File: src/rtl/fsum_reducer_pkg.sv
// fsum_reducer_pkg: shared types, constants and helpers for the FP vector reducer.
package fsum_reducer_pkg;
    localparam int FLOAT_SIZE   = 32;
    localparam int ADDER_DELAY  = 4;
    localparam int FSUM_LATENCY = ADDER_DELAY;

    typedef enum logic [1:0] {ACCUM, DRAIN, OUT} fsum_state_t;

    // True for +0 and -0: the sign bit is shifted out, so exponent and mantissa must both be zero.
    function automatic logic is_fzero(input logic [FLOAT_SIZE-1:0] f);
        return (f << 1) == '0;
    endfunction
endpackage

File: src/rtl/fsum_reducer_if.sv
// fsum_reducer_if: input stream, adder issue/result and sum output channels of fsum_reducer.
interface fsum_reducer_if;
    import fsum_reducer_pkg::*;
    logic                  s_axis_tvalid, s_axis_tready, s_axis_tlast;
    logic [FLOAT_SIZE-1:0] s_axis_tdata;
    logic                  m_add_tvalid;
    logic [FLOAT_SIZE-1:0] m_add_a_tdata, m_add_b_tdata;
    logic                  s_add_result_tvalid;
    logic [FLOAT_SIZE-1:0] s_add_result_tdata;
    logic                  m_axis_sum_tvalid, m_axis_sum_tready;
    logic [FLOAT_SIZE-1:0] m_axis_sum_tdata;

    modport master (
        input  s_axis_tvalid, s_axis_tdata, s_axis_tlast, s_add_result_tvalid,
               s_add_result_tdata, m_axis_sum_tready,
        output s_axis_tready, m_add_tvalid, m_add_a_tdata, m_add_b_tdata,
               m_axis_sum_tvalid, m_axis_sum_tdata
    );
    modport slave (
        output s_axis_tvalid, s_axis_tdata, s_axis_tlast, s_add_result_tvalid,
               s_add_result_tdata, m_axis_sum_tready,
        input  s_axis_tready, m_add_tvalid, m_add_a_tdata, m_add_b_tdata,
               m_axis_sum_tvalid, m_axis_sum_tdata
    );
endinterface

File: src/rtl/fsum_pair_select.sv
// fsum_pair_select: picks at most one adder pair from {hold, result, input}; the leftover goes to hold.
module fsum_pair_select import fsum_reducer_pkg::*; (
    input  logic                  h_valid, r_valid, i_valid,
    input  logic [FLOAT_SIZE-1:0] h_data, r_data, i_data,
    output logic                  issue, nh_valid,
    output logic [FLOAT_SIZE-1:0] a, b, nh_data
);
    logic hr, hi, ri;

    always_comb begin
        hr = h_valid && r_valid;
        hi = h_valid && i_valid && !r_valid;
        ri = r_valid && i_valid && !h_valid;
        issue = hr || hi || ri;
        a = (hr || hi) ? h_data : r_data;
        b = hr ? r_data : i_data;
        nh_valid = hr ? i_valid : !issue && (h_valid || r_valid || i_valid);
        nh_data = !nh_valid ? '0 : !issue && h_valid ? h_data : !issue && r_valid ? r_data : i_data;
    end
endmodule

File: src/rtl/fsum_reducer.sv
// fsum_reducer: streaming FP vector sum that recirculates a fixed-latency adder's results.
// Optional macro FSUM_ZERO_SKIP_EN keeps +/-0 elements out of the reduction pool.
module fsum_reducer import fsum_reducer_pkg::*; #(
    parameter int LATENCY = FSUM_LATENCY,
    parameter int CNT_W   = 16
) (
    input logic            aclk,
    input logic            reset,
    fsum_reducer_if.master bus
);
    localparam int IW = $clog2(LATENCY + 2);

    fsum_state_t           state;
    logic                  h_valid, nh_valid, issue, accept, i_valid, r_valid, ready;
    logic [FLOAT_SIZE-1:0] h_data, nh_data, a, b;
    logic [IW-1:0]         inflight, blank;
    logic [CNT_W-1:0]      count;

    assign ready                 = state == ACCUM && blank == '0;
    assign bus.s_axis_tready     = ready;
    assign bus.m_axis_sum_tvalid = state == OUT;
    assign accept                = bus.s_axis_tvalid && ready;
`ifdef FSUM_ZERO_SKIP_EN
    assign i_valid = accept && !is_fzero(bus.s_axis_tdata);
`else
    assign i_valid = accept;
`endif
    // The adder is not reset, so its output is untrusted until its pipeline has flushed.
    assign r_valid = bus.s_add_result_tvalid && blank == '0 && inflight != '0;

    fsum_pair_select u_sel (
        .h_valid (h_valid),
        .r_valid (r_valid),
        .i_valid (i_valid),
        .h_data  (h_data),
        .r_data  (bus.s_add_result_tdata),
        .i_data  (bus.s_axis_tdata),
        .issue   (issue),
        .nh_valid(nh_valid),
        .a       (a),
        .b       (b),
        .nh_data (nh_data)
    );

    always_ff @(posedge aclk) begin
        if (reset) begin
            state                <= ACCUM;
            h_valid              <= 1'b0;
            h_data               <= '0;
            inflight             <= '0;
            blank                <= IW'(LATENCY + 1);
            count                <= '0;
            bus.m_add_tvalid     <= 1'b0;
            bus.m_add_a_tdata    <= '0;
            bus.m_add_b_tdata    <= '0;
            bus.m_axis_sum_tdata <= '0;
        end else begin
            bus.m_add_tvalid <= issue;
            if (issue) begin
                bus.m_add_a_tdata <= a;
                bus.m_add_b_tdata <= b;
            end
            inflight <= inflight + IW'(issue) - IW'(r_valid);
            blank    <= blank - IW'(blank != '0);
            h_valid  <= nh_valid;
            h_data   <= nh_data;
            if (accept) count <= count + CNT_W'(1);
            if (accept && bus.s_axis_tlast) state <= DRAIN;
            // With nothing in flight the hold register is the final sum (zero when empty).
            if (state == DRAIN && inflight == '0) begin
                state                <= OUT;
                bus.m_axis_sum_tdata <= h_data;
                h_valid              <= 1'b0;
                h_data               <= '0;
            end
            if (state == OUT && bus.m_axis_sum_tready) begin
                state <= ACCUM;
                count <= '0;
            end
        end
    end
endmodule

File: src/flat_wrapper.sv
// flat-port wrapper written by rule: the top's interface ports become plain ports
module fsum_reducer_flat import fsum_reducer_pkg::*;
#(
    parameter int LATENCY = FSUM_LATENCY,
    parameter int CNT_W   = 16
)
  (aclk, reset, bus_s_axis_tvalid, bus_s_axis_tdata, bus_s_axis_tlast, bus_s_add_result_tvalid, bus_s_add_result_tdata, bus_m_axis_sum_tready, bus_s_axis_tready, bus_m_add_tvalid, bus_m_add_a_tdata, bus_m_add_b_tdata, bus_m_axis_sum_tvalid, bus_m_axis_sum_tdata);
  fsum_reducer_if bus_i ();
  input logic aclk;
  input logic reset;
  input wire logic [$bits(bus_i.s_axis_tvalid)-1:0] bus_s_axis_tvalid;
  input wire logic [$bits(bus_i.s_axis_tdata)-1:0] bus_s_axis_tdata;
  input wire logic [$bits(bus_i.s_axis_tlast)-1:0] bus_s_axis_tlast;
  input wire logic [$bits(bus_i.s_add_result_tvalid)-1:0] bus_s_add_result_tvalid;
  input wire logic [$bits(bus_i.s_add_result_tdata)-1:0] bus_s_add_result_tdata;
  input wire logic [$bits(bus_i.m_axis_sum_tready)-1:0] bus_m_axis_sum_tready;
  output wire logic [$bits(bus_i.s_axis_tready)-1:0] bus_s_axis_tready;
  output wire logic [$bits(bus_i.m_add_tvalid)-1:0] bus_m_add_tvalid;
  output wire logic [$bits(bus_i.m_add_a_tdata)-1:0] bus_m_add_a_tdata;
  output wire logic [$bits(bus_i.m_add_b_tdata)-1:0] bus_m_add_b_tdata;
  output wire logic [$bits(bus_i.m_axis_sum_tvalid)-1:0] bus_m_axis_sum_tvalid;
  output wire logic [$bits(bus_i.m_axis_sum_tdata)-1:0] bus_m_axis_sum_tdata;
  assign bus_i.s_axis_tvalid = bus_s_axis_tvalid;
  assign bus_i.s_axis_tdata = bus_s_axis_tdata;
  assign bus_i.s_axis_tlast = bus_s_axis_tlast;
  assign bus_i.s_add_result_tvalid = bus_s_add_result_tvalid;
  assign bus_i.s_add_result_tdata = bus_s_add_result_tdata;
  assign bus_i.m_axis_sum_tready = bus_m_axis_sum_tready;
  assign bus_s_axis_tready = bus_i.s_axis_tready;
  assign bus_m_add_tvalid = bus_i.m_add_tvalid;
  assign bus_m_add_a_tdata = bus_i.m_add_a_tdata;
  assign bus_m_add_b_tdata = bus_i.m_add_b_tdata;
  assign bus_m_axis_sum_tvalid = bus_i.m_axis_sum_tvalid;
  assign bus_m_axis_sum_tdata = bus_i.m_axis_sum_tdata;
  fsum_reducer #(.LATENCY(LATENCY), .CNT_W(CNT_W)) u_core (.aclk(aclk), .reset(reset), .bus(bus_i));
endmodule
File: config.mk
export PLATFORM = sky130hd
export DESIGN_NAME = fsum_reducer_flat
export DESIGN_NICKNAME = d
export VERILOG_FILES = /design/src/rtl/fsum_reducer_pkg.sv /design/src/rtl/fsum_reducer_if.sv /design/src/rtl/fsum_pair_select.sv /design/src/rtl/fsum_reducer.sv /design/src/flat_wrapper.sv
export SDC_FILE = /design/constraint.sdc
export NUM_CORES = 1
export LEC_CHECK = 0
export ABC_AREA = 1
export CAP_MARGIN = 20
export CORE_MARGIN = 2
export CORE_UTILIZATION = 35
export DETAILED_ROUTE_END_ITERATION = 8
export MAX_ROUTING_LAYER = met4
export PLACE_DENSITY = 0.61
export REMOVE_ABC_BUFFERS = 1
export SYNTH_ARGS = -nofsm -noshare
export SYNTH_HDL_FRONTEND = slang
export SYNTH_HIERARCHICAL = 1
export SYNTH_SLANG_ARGS = --single-unit
File: constraint.sdc
create_clock -name aclk -period 7.2 [get_ports aclk]
set_clock_uncertainty 0.15 [all_clocks]
set_input_delay 1.08 -clock aclk [delete_from_list [all_inputs] [get_ports aclk]]
set_output_delay 1.08 -clock aclk [all_outputs]
set_load 0.05 [all_outputs]
Word level (Yosys, flattened, before mapping). Index checks and enable logic that the tools add are counted.

Register bits after elaboration: 138. Input port bits: 70. Output and inout port bits: 99.

$add $sub $neg: 3. Equality and inequality tests: 2. Multiplexer cells: 6. Bitwise gates (word level): 1. Reduce and logical (&&, ||, !) cells: 32.

Operators by type and width (count): 32-bit 2-to-1 mux (3); 1-bit logical AND (15); 3-bit zero test (2); 3-bit nonzero test (2); 3-bit OR reduction (2); 3-bit by 1-bit subtractor with 3-bit output (2); 1-bit logical OR (4); 2-bit 2-to-1 mux (2); 2-bit OR reduction (2); 3-bit by 1-bit adder with 3-bit output (1); 1-bit zero test (3); 2-bit by 1-bit == test with 1-bit output (second input constant) (1); 2-bit == test (second input constant) (1); 2-bit zero test (1); 2-bit nonzero test (1); 1-bit 2-to-1 mux (1); 1-bit inverter (1).

Longest topological paths before layout. Gate-level depths: netlist (run 1).

Depth after elaboration: 12. Mapped depth: 13. Gate-level depth less buffers: 12.

By module. Netlist (run 1), hierarchy kept.

Modules (own cells, without submodules): fsum_reducer (instances 1, cells an instance 572, area an instance 4649.5 µm², seq. area each 2762.6 µm²); fsum_pair_select (instances 1, cells an instance 461, area an instance 2165.8 µm², seq. area each 0.0 µm²).

Least setup slack after synthesis (run 1). OpenSTA, ideal clock, no wires.

Path type: input-to-reg. Start: input bus_s_axis_tvalid. End: register u_core.inflight[2]. Arrival time: 2.962 ns. Required time: 6.980 ns. Setup slack: 4.018 ns. Stages: 8. Buffers on the path: 0. Cell sequence: nor3b_1 fa_1 ha_1 inv_1 fa_1 inv_1 o21ai_0 a21oi_1.

Longest elaborated chain between the ends: 7.

RTL lines: from (decl) (line flat_wrapper.sv:11) `input wire logic [$bits(bus_i.s_axis_tvalid)-1:0] bus_s_axis_tvalid;`; 1-bit logical AND (*) (line fsum_reducer.sv:22) `assign accept = bus.s_axis_tvalid && ready;`; 1-bit logical AND (2 in series) (line fsum_pair_select.sv:12) `hi = h_valid && i_valid && !r_valid;`; 1-bit logical OR (line fsum_pair_select.sv:14) `issue = hr || hi || ri;`; 1-bit logical OR (*) (line fsum_pair_select.sv:14); net u_core.issue (line fsum_reducer.sv:14) `logic h_valid, nh_valid, issue, accept, i_valid, r_valid, ready;`; 3-bit by 1-bit adder with 3-bit output (*) (line fsum_reducer.sv:63) `inflight <= inflight + IW'(issue) - IW'(r_valid);`; 3-bit by 1-bit subtractor with 3-bit output (*) (line fsum_reducer.sv:63); to (signal assigned) (line fsum_reducer.sv:63); to (decl) (line fsum_reducer.sv:16) `logic [IW-1:0] inflight, blank;`.

Mark *: on every way through the listed nets, which the timed path passes. The rest lies on a longest branch. A chain may end at the register's enable or synchronous reset.

Worst setup path in the final report (run 1).
Start: input bus_s_axis_tvalid. End: register u_core.h_data[11].

Longest elaborated chain between the ends: 10.

RTL lines: 1-bit logical AND (*) (line fsum_reducer.sv:22); net u_core.accept (line fsum_reducer.sv:14); 1-bit logical AND (2 in series) (line fsum_pair_select.sv:12); 1-bit logical OR (line fsum_pair_select.sv:14); 1-bit logical OR (*) (line fsum_pair_select.sv:14); net u_core.issue (line fsum_reducer.sv:14); 1-bit zero test (*) (line fsum_pair_select.sv:17, fsum_pair_select.sv:18); 1-bit logical AND (line fsum_pair_select.sv:17) `nh_valid = hr ? i_valid : !issue && (h_valid || r_valid || i_valid);`; 1-bit 2-to-1 mux (line fsum_pair_select.sv:17); 1-bit inverter (no source line); 3-bit OR reduction (no source line); to (signal assigned) (line fsum_reducer.sv:66) `h_data <= nh_data;`; to (decl) (line fsum_reducer.sv:15) `logic [FLOAT_SIZE-1:0] h_data, nh_data, a, b;`.

Marked as above.

==> qor.yml, run 1 <==
max-vdd-ir-drop_uv: 161
synth_compound_area_frac: 0.122
cts.repair.resized: 0
start_util: 0.354
syn_avg_cell_area_um2: 6.60
grt_max_degree: 101
regArea_mm2: 0.00276
yosys.area_share.simple: 0.331
grt_usage: 0.196
holdWs_ns: 0.331
worst_skew_pair.late_latency_ns: 0.42
start_kind: "input pin"
gp_congestion: 0.765
worst_pin_slew_ns: 1.02
area_growth_pct: 33.8
cp-end-kind: "flip-flop"
setup_viol: 0
drc: 0
port_buffers: 168
synth_top_family_by_area: "simple AND/OR/NAND/NOR gates"
num-nets-final: 1232
maxCapViolations: 0
dieHeight_um: 144
cts_tree: "done"
clockBufferDepth: 2
dieArea_mm2: 0.0206
drv_slew: 0
ys_ff_latch: 138
required_ns: 7.33
clock-sinks: 138
drtIter0Drc: 356
reg2regPathDepth: 12
diodes: 0
cts_setup_buffers: 0
fin_crit_ns: 4.70
synth_fa_ha_area_frac: 0.0132
rows: 51
cp_max_fo: 51
antenna_found_initial: 0
ctsHoldBuffers: 0
synth_cell_types: 25
gr-total-overflow: 0
grt_setup_unrepaired: "false"
fmax_mhz: 213
stdcell_area_mm2: 0.00912
n_fill_cell: 2015
p_leak_nw: 3.89
cts_root_buf: "clkbuf_16"
hold_violations: 0
synth_area_mm2: 0.00682
finalPower_mw: 1.93
power_density_mw_per_mm2: 212
post_synth_xor_area_fraction: 0.00129
grt_pass1_vias: 5961
dp_hpwl_um: 11600
yosysSeqAreaShare: 0.405
synth.area.mux_share: 0
num_vias: 6576
arrival_ns: 4.83
ant_nets: 0
core_region_area_mm2: 0.0193
syn_inst: 1033
period_share: 0.653
routedWlPerCell_um: 13.5
place_area_mm2: 0.00847
cts_buffers: 17
layout-drive-gt1-share: 0.0453
outcome: "completed"
min_path_cells: 2
die_x_um: 144
clkTransAtPathRegs_ns: 0.06
io_pins: 169
worstSetupPathType: "in2reg"
viasPerCell: 4.59
max_slew_margin: 0.321
multi_input_comb_area_mm2: 0.00320
hp-class: "reg2reg"
grt_pass1_wl_um: 30700
fin_setup_tns_ns: 0
yosysWarnings: 6
drt_wl_total_um: 19400
first_pass_iters: 5
h-tree-depth: 4
## where the power goes
| part | total, mW | internal (mW) | switching [mW] |
|---|---|---|---|
| sequential | 0.789 | 0.777 | 0.0114 |
| clock | 0.952 | 0.615 | 0.337 |
| combinational | 0.188 | 0.0825 | 0.106 |
## final cells by class
| type | instances | share of cell area |
|---|---|---|
| flip-flops and latches | 138 | 0.303 |
| repair buffers | 174 | 0.193 |
| clock buffers | 21 | 0.0527 |
| clock inverters | 11 | 0.0182 |
| well taps | 265 | 0.0364 |
| multi-input cells | 713 | 0.351 |
| inverters | 112 | 0.0462 |
## worst max-delay path: stages
cell,delay (ns)
clkdlybuf4s50_1,0.47
nor3b_1,0.76
fa_2,1.08
inv_1,0.64
buf_16,0.34
nand3_1,0.09
nand2_1,0.07
nor2_1,0.14
nor2_1,0.06
inv_1,0.05
nor2_1,0.03
## registers in the layout, summed over array words and instances, names as in the netlist
name                         flops
u_core/bus.m_add_b_tdata        32
u_core/inflight                  3
u_core/bus.m_add_tvalid          1
u_core/h_data                   32
u_core/state                     2
u_core/bus.m_add_a_tdata        32
u_core/h_valid                   1
u_core/blank                     3
u_core/bus.m_axis_sum_tdata     32
## metrics by stage
step | worst slack (ns) | util | cells
2_1_floorplan | 1.77 | - | 963
3_3_place_gp | 2.13 | 0.437 | 1400
3_5_place_dp | 2.11 | 0.440 | 1402
4_1_cts | 2.51 | 0.473 | 1434
5_1_grt | 2.22 | 0.473 | 1434
6_report | 2.50 | 0.473 | 1434
## synth_stat cells
cell	number	area share
a21oi_1	4	0.0029
buf_2	22	0.016
buf_4	7	0.0077
buf_6	17	0.028
clkbuf_1	24	0.013
clkinv_2	1	0.00073
dfxtp_1	138	0.41
fa_1	2	0.0059
ha_1	4	0.0073
inv_1	109	0.060
inv_2	2	0.0011
nand2_1	136	0.075
nand2_2	2	0.0018
nand2_4	2	0.0033
nand3_1	34	0.025
nand3b_1	32	0.035
nand4_4	1	0.0031
nor2_1	329	0.18
nor2_2	1	0.00092
nor2_4	1	0.0017
nor2_8	1	0.0029
nor3b_1	1	0.0011
o21ai_0	135	0.099
o21ai_1	27	0.020
xnor2_1	1	0.0013
## path summary, 6_finish.rpt
path	from	endpoint	slack, ns
setup / recovery	bus_s_axis_tvalid	u_core/h_data[11]	2.50
hold reg to reg	u_core/bus.m_axis_sum_tdata[27]	u_core/bus.m_axis_sum_tdata[27]	0.33
hold / removal	u_core/bus.m_axis_sum_tdata[27]	u_core/bus.m_axis_sum_tdata[27]	0.33
setup reg to reg	u_core/blank[1]	u_core/h_data[11]	3.07
## layout by cell type (no fill, tap or decap)
cell / instances
dfxtp_2: 1
clkinv_4: 1
nor2_1: 328
nor3b_1: 1
ha_1: 4
xnor2_1: 1
fa_2: 1
inv_2: 3
dfxtp_1: 137
nor2_4: 2
nand2_1: 136
clkbuf_8: 4
fa_1: 1
inv_1: 108
bufinv_16: 4
nand3b_1: 32
o21ai_0: 135
nand4_4: 1
nor2_8: 1
nand3_1: 34
clkdlybuf4s50_1: 168
nand2_2: 2
clkinv_2: 4
buf_4: 4
buf_12: 1
clkinvlp_4: 3
nand2_4: 2
clkbuf_16: 17
nor2_2: 1
a21oi_1: 4
buf_16: 1
o21ai_1: 27
## logic make-up after synthesis
kind of cell,Yosys count
AO/OA/AOI/OAI,166
XOR/XNOR,1
adder cells (fa/ha/maj),6
buffers and inverters,182
flip-flops,138
AND/OR/NAND/NOR,540
## routing by layer
layer / GRT usage / up-vias / routed length, um
met2: 0.307 / 184 / 8770
met1: 0.259 / 2951 / 9570
met3: 0.0363 / 11 / 876
met4: 0.0552 / 0 / 167
li1: - / 3430 / -
met5: - / - / 0
(Power assumes the default switching activity.)
==> run 2, diff against run 1 <==
Clock period 7.2 ns to 4.9 ns, I/O delays scaled along.
==> qor.yml, run 2 (synthesized netlist as in run 1, its figures left out) <==
outcome: "completed"  # unchanged
dieArea_mm2: 0.0206  # unchanged
rows: 51  # unchanged
gr-total-overflow: 0  # unchanged
power_density_mw_per_mm2: 291  # was 212 mW/mm2
dieHeight_um: 144  # unchanged
max_slew_margin: 0.363  # was 0.321
grt_pass1_vias: 6036  # was 5961
cts.repair.resized: 0  # unchanged
ant_nets: 0  # unchanged
start_kind: "input pin"  # unchanged
cts_setup_buffers: 0  # unchanged
worst_skew_pair.late_latency_ns: 0.42  # about the same
arrival_ns: 3.41  # was 4.83 ns
maxCapViolations: 0  # unchanged
finalPower_mw: 2.62  # was 1.93 mW
period_share: 0.670
drt_wl_total_um: 20100  # was 19400 um
drv_slew: 0  # unchanged
hold_violations: 0  # unchanged
start_util: 0.354  # unchanged
final_common_cell: "nor2_1"  # unchanged
area_growth_pct: 32.2  # was 33.8%
required_ns: 5.02  # was 7.33 ns
clock-sinks: 138  # unchanged
dp_hpwl_um: 12100  # was 11600 um
diodes: 0  # unchanged
drc: 0  # unchanged
first_pass_iters: 5  # unchanged
setup_viol: 0  # unchanged
grt_max_degree: 65  # was 101
num-nets-final: 1236  # was 1232
io_pins: 169  # unchanged
viasPerCell: 4.61  # was 4.59
ctsHoldBuffers: 0  # unchanged
worstSetupPathType: "in2reg"  # unchanged
final_cell_mix: "nor2_1, clkdlybuf4s50_1, dfxtp_1"  # unchanged
core_region_area_mm2: 0.0193  # unchanged
clockBufferDepth: 2  # unchanged
antenna_found_initial: 0  # unchanged
hp-class: "reg2reg"  # unchanged
n_fill_cell: 2033  # was 2015
place_area_mm2: 0.00847  # about the same
worst_pin_slew_ns: 0.953  # was 1.02 ns
num_vias: 6635  # was 6576
routedWlPerCell_um: 14.0  # was 13.5 um
p_leak_nw: 3.85  # was 3.89 nW
grt_usage: 0.202  # was 0.196
die_x_um: 144  # unchanged
max-vdd-ir-drop_uv: 225  # was 161 uV
layout-drive-gt1-share: 0.0477  # was 0.0453
grt_pass1_wl_um: 31600  # was 30700 um
port_buffers: 168  # unchanged
drtIter0Drc: 416  # was 356
clkTransAtPathRegs_ns: 0.06  # about the same
gp_congestion: 0.768  # was 0.765
cts_buffers: 17  # unchanged
regArea_mm2: 0.00276  # unchanged
stdcell_area_mm2: 0.00901  # was 0.00912 mm2
cts_root_buf: "clkbuf_16"  # unchanged
cp-end-kind: "flip-flop"  # unchanged
h-tree-depth: 4  # unchanged
fmax_mhz: 305
grt_setup_unrepaired: "false"  # unchanged
multi_input_comb_area_mm2: 0.00320  # unchanged
cts_tree: "done"  # unchanged
cp_max_fo: 24  # was 51
fin_crit_ns: 3.28
-- run 2: path summary, 6_finish.rpt --
path | slack (ns) | endpoint | cells after the start | from
worst max-delay path | 1.62 | u_core/h_data[7] | 12 | bus_s_axis_tvalid
worst max register to register | 1.82 | u_core/h_data[7] | 13 | u_core/blank[1]
worst min-delay path | 0.33 | u_core/bus.m_axis_sum_tdata[12] | 2 | u_core/bus.m_axis_sum_tdata[12]
worst min register to register | 0.33 | u_core/bus.m_axis_sum_tdata[12] | 2 | u_core/bus.m_axis_sum_tdata[12]
-- run 2: where the power goes --
group | internal [mW] | switching (mW) | leakage, nW | total [mW]
logic | 0.122 | 0.162 | 2.47 | 0.284
clock network | 0.689 | 0.496 | 0.269 | 1.19
registers | 1.14 | 0.0110 | 1.11 | 1.15
total | 1.95 | 0.669 | 3.85 | 2.62
-- run 2: area by class of cell --
type,instances,area share
sequential,138,0.307
inverter,112,0.0468
multi-input combinational,713,0.355
tap,265,0.0368
timing repair buffer,178,0.195
clock inverter,14,0.0119
clock buffer,18,0.0476
-- run 2: stage by stage --
step | setup slack, ns | utilization | setup TNS [ns] | cells | hold WS [ns]
2_1_floorplan | -0.182 | - | -13.05 | 963 | 0.317
3_3_place_gp | 1.30 | 0.440 | 0 | 1406 | 0.310
3_5_place_dp | 1.23 | 0.440 | 0 | 1406 | 0.323
4_1_cts | 1.64 | 0.467 | 0 | 1438 | 0.334
5_1_grt | 1.41 | 0.467 | 0 | 1438 | 0.363
6_report | 1.62 | 0.467 | 0 | 1438 | 0.332
-- run 2: critical path: stages --
cell	delay (ns)
clkdlybuf4s50_1	0.47
nor3b_1	0.22
buf_4	0.20
fa_2	0.57
inv_1	0.45
buf_4	0.35
nand3_1	0.10
nand2_1	0.06
nor2_1	0.11
nor2_1	0.05
inv_1	0.04
nor2_1	0.03
-- run 2: layer usage --
layer,global-route usage,up-vias,part of all wire
li1,-,3444,-
met1,0.258,3002,0.47
met2,0.330,176,0.46
met3,0.0447,13,0.061
met4,0.0464,0,0.0081
met5,-,-,0
==> run 3, diff against run 2 <==
Settings changed: PLACE_DENSITY 0.61 to 0.63.
Clock period 4.9 ns to 2.8 ns, I/O delays scaled along.
==> qor.yml, run 3 (synthesized netlist as in run 1, its figures left out) <==
utilization: 0.482  # was 0.467
power_density_mw_per_mm2: 515  # was 291 mW/mm2
rrSetupSlack_ns: 0.39  # was 1.82 ns
hold_violations: 0  # unchanged
crit_top_cell: "nor2_1"  # unchanged
holdPathEnd: "u_core/bus.m_axis_sum_tdata[10]"  # was u_core/bus.m_axis_sum_tdata[12]
cp-end-kind: "output pin"  # was flip-flop
num_vias: 6665  # was 6635
drtIter0Drc: 398  # was 416
cts_tree: "done"  # unchanged
worstSetupPathType: "reg2out"  # was in2reg
gp_congestion: 0.763  # was 0.768
num-nets-final: 1251  # was 1236
start_util: 0.354  # unchanged
first_pass_iters: 5  # unchanged
antenna_found_initial: 1  # was 0
reg2regPathDepth: 10  # was 13
final_common_cell: "nor2_1"  # unchanged
maxCapViolations: 0  # unchanged
gr-total-overflow: 0  # unchanged
cp-startpoint: "u_core/blank[1]"  # was bus_s_axis_tvalid
ctsHoldBuffers: 0  # unchanged
grt_setup_unrepaired: "false"  # unchanged
grt_pass1_vias: 6065  # was 6036
max_slew_margin: 0.510  # was 0.363
clkTransAtPathRegs_ns: 0.06  # about the same
cts_setup_buffers: 0  # unchanged
cts_buffers: 17  # unchanged
io_pins: 169  # unchanged
dieHeight_um: 144  # unchanged
cp_max_fo: 4  # was 24
path_depth: 4  # was 12
core_region_area_mm2: 0.0193  # unchanged
drt_wl_total_um: 20100  # about the same
cts.repair.resized: 0  # unchanged
outcome: "completed"  # unchanged
path_buf_inv: 1  # was 5
path_cells: "nor2_1, nand2_1, nor2_1, clkdlybuf4s50_1"  # was clkdlybuf4s50_1, nor3b_1, buf_4, fa_2, inv_1, buf_4, nand3_1, nand2_1, nor2_1, nor2_1, inv_1, nor2_1
r2r-end: "u_core/inflight[2]"  # was u_core/h_data[7]
worst_skew_pair.late_latency_ns: 0.42  # about the same
dp_hpwl_um: 12800  # was 12100 um
clockBufferDepth: 2  # unchanged
grt_pass1_wl_um: 31600  # about the same
max-vdd-ir-drop_uv: 396  # was 225 uV
final_cell_mix: "nor2_1, clkdlybuf4s50_1, dfxtp_1"  # unchanged
h-tree-depth: 4  # unchanged
finalPower_mw: 4.78  # was 2.62 mW
reg2reg_from: "u_core/blank[1]"  # unchanged
area_growth_pct: 36.3  # was 32.2%
drc: 0  # unchanged
worst_pin_slew_ns: 0.735  # was 0.953 ns
fin_crit_ns: 2.52
drv_slew: 0  # unchanged
dieArea_mm2: 0.0206  # unchanged
arrival_ns: 1.95  # was 3.41 ns
hp-class: "reg2reg"  # unchanged
rows: 51  # unchanged
grt_max_degree: 64  # was 65
crit_family: "buffers and inverters"  # unchanged
p_leak_nw: 3.98  # was 3.85 nW
routedWlPerCell_um: 13.8  # was 14.0 um
cts_root_buf: "clkbuf_16"  # unchanged
setup_viol: 0  # unchanged
critical-path-max-stage-delay_ns: 0.82  # was 0.57 ns
cp_slowest_cell: "clkdlybuf4s50_1"  # was fa_2
min_from: "u_core/bus.m_axis_sum_tdata[10]"  # was u_core/bus.m_axis_sum_tdata[12]
start_kind: "flip-flop"  # was input pin
required_ns: 2.23  # was 5.02 ns
clock-sinks: 138  # unchanged
period_share: 0.900
grt_usage: 0.203  # was 0.202
layout-drive-gt1-share: 0.0606  # was 0.0477
min_path_cells: 2  # unchanged
fmax_mhz: 397
viasPerCell: 4.58  # was 4.61
ant_nets: 0  # unchanged
die_x_um: 144  # unchanged
port_buffers: 168  # unchanged
-- run 3: changes by cell type in the layout (fill, tap and decap cells not counted), moves of 2 or more --
cell        change
buf_4           +6
clkinvlp_4      +3
buf_12          +9
clkbuf_8        +3
clkinv_2        -4
clkinv_4        -2
-- run 3: area by class of cell --
type	count	area (um2)
fillers	1966	9980
multi-input cells	713	3200
flip-flops and latches	138	2760
repair buffers	193	1980
clock buffers	20	467
inverters	112	422
well taps	265	332
clock inverters	12	123
diodes	1	2.50
-- run 3: worst max-delay path by stage --
stage,end,slack (ns)
CTS,bus_s_axis_tready,0.26
finish,bus_s_axis_tready,0.28
floorplan,u_core/bus.m_add_a_tdata[0],-2.06
global placement,u_core/bus.m_add_a_tdata[7],0.10
detailed placement,u_core/bus.m_add_a_tdata[13],0.09
global route,u_core/h_data[19],0.09
-- run 3: per-layer routing --
layer  wire length [um]  global-route usage  share of wire  vias to the layer above
met1               9780               0.263           0.49                     3020
met3               1080              0.0500          0.054                       14
met2               9040               0.316           0.45                      162
met4                153              0.0552         0.0076                        0
li1                   -                   -              -                     3469
met5                  0                   -              0                        -
-- run 3: through the flow --
step	setup slack, ns	setup TNS [ns]	area [um2]	hold WS, ns	std cells
6_report	0.280	0	9290	0.331	1454
5_1_grt	0.0902	0	9290	0.356	1454
3_5_place_dp	0.0941	0	8700	0.319	1421
4_1_cts	0.261	0	9290	0.333	1453
2_1_floorplan	-2.06	-200.59	6370	0.317	963
3_3_place_gp	0.103	0	8700	0.311	1421
-- run 3: where the power goes --
part / leakage [nW] / switching (mW) / internal, mW
clock: 0.280 / 0.887 / 1.37
combinational: 2.58 / 0.280 / 0.224
sequential: 1.11 / 0.0226 / 2.00
-- run 3: worst min-delay path: stages, from the launching register on --
cell     delay (ns)
dfxtp_1        0.32
nor2_1         0.05
nor2_1         0.08
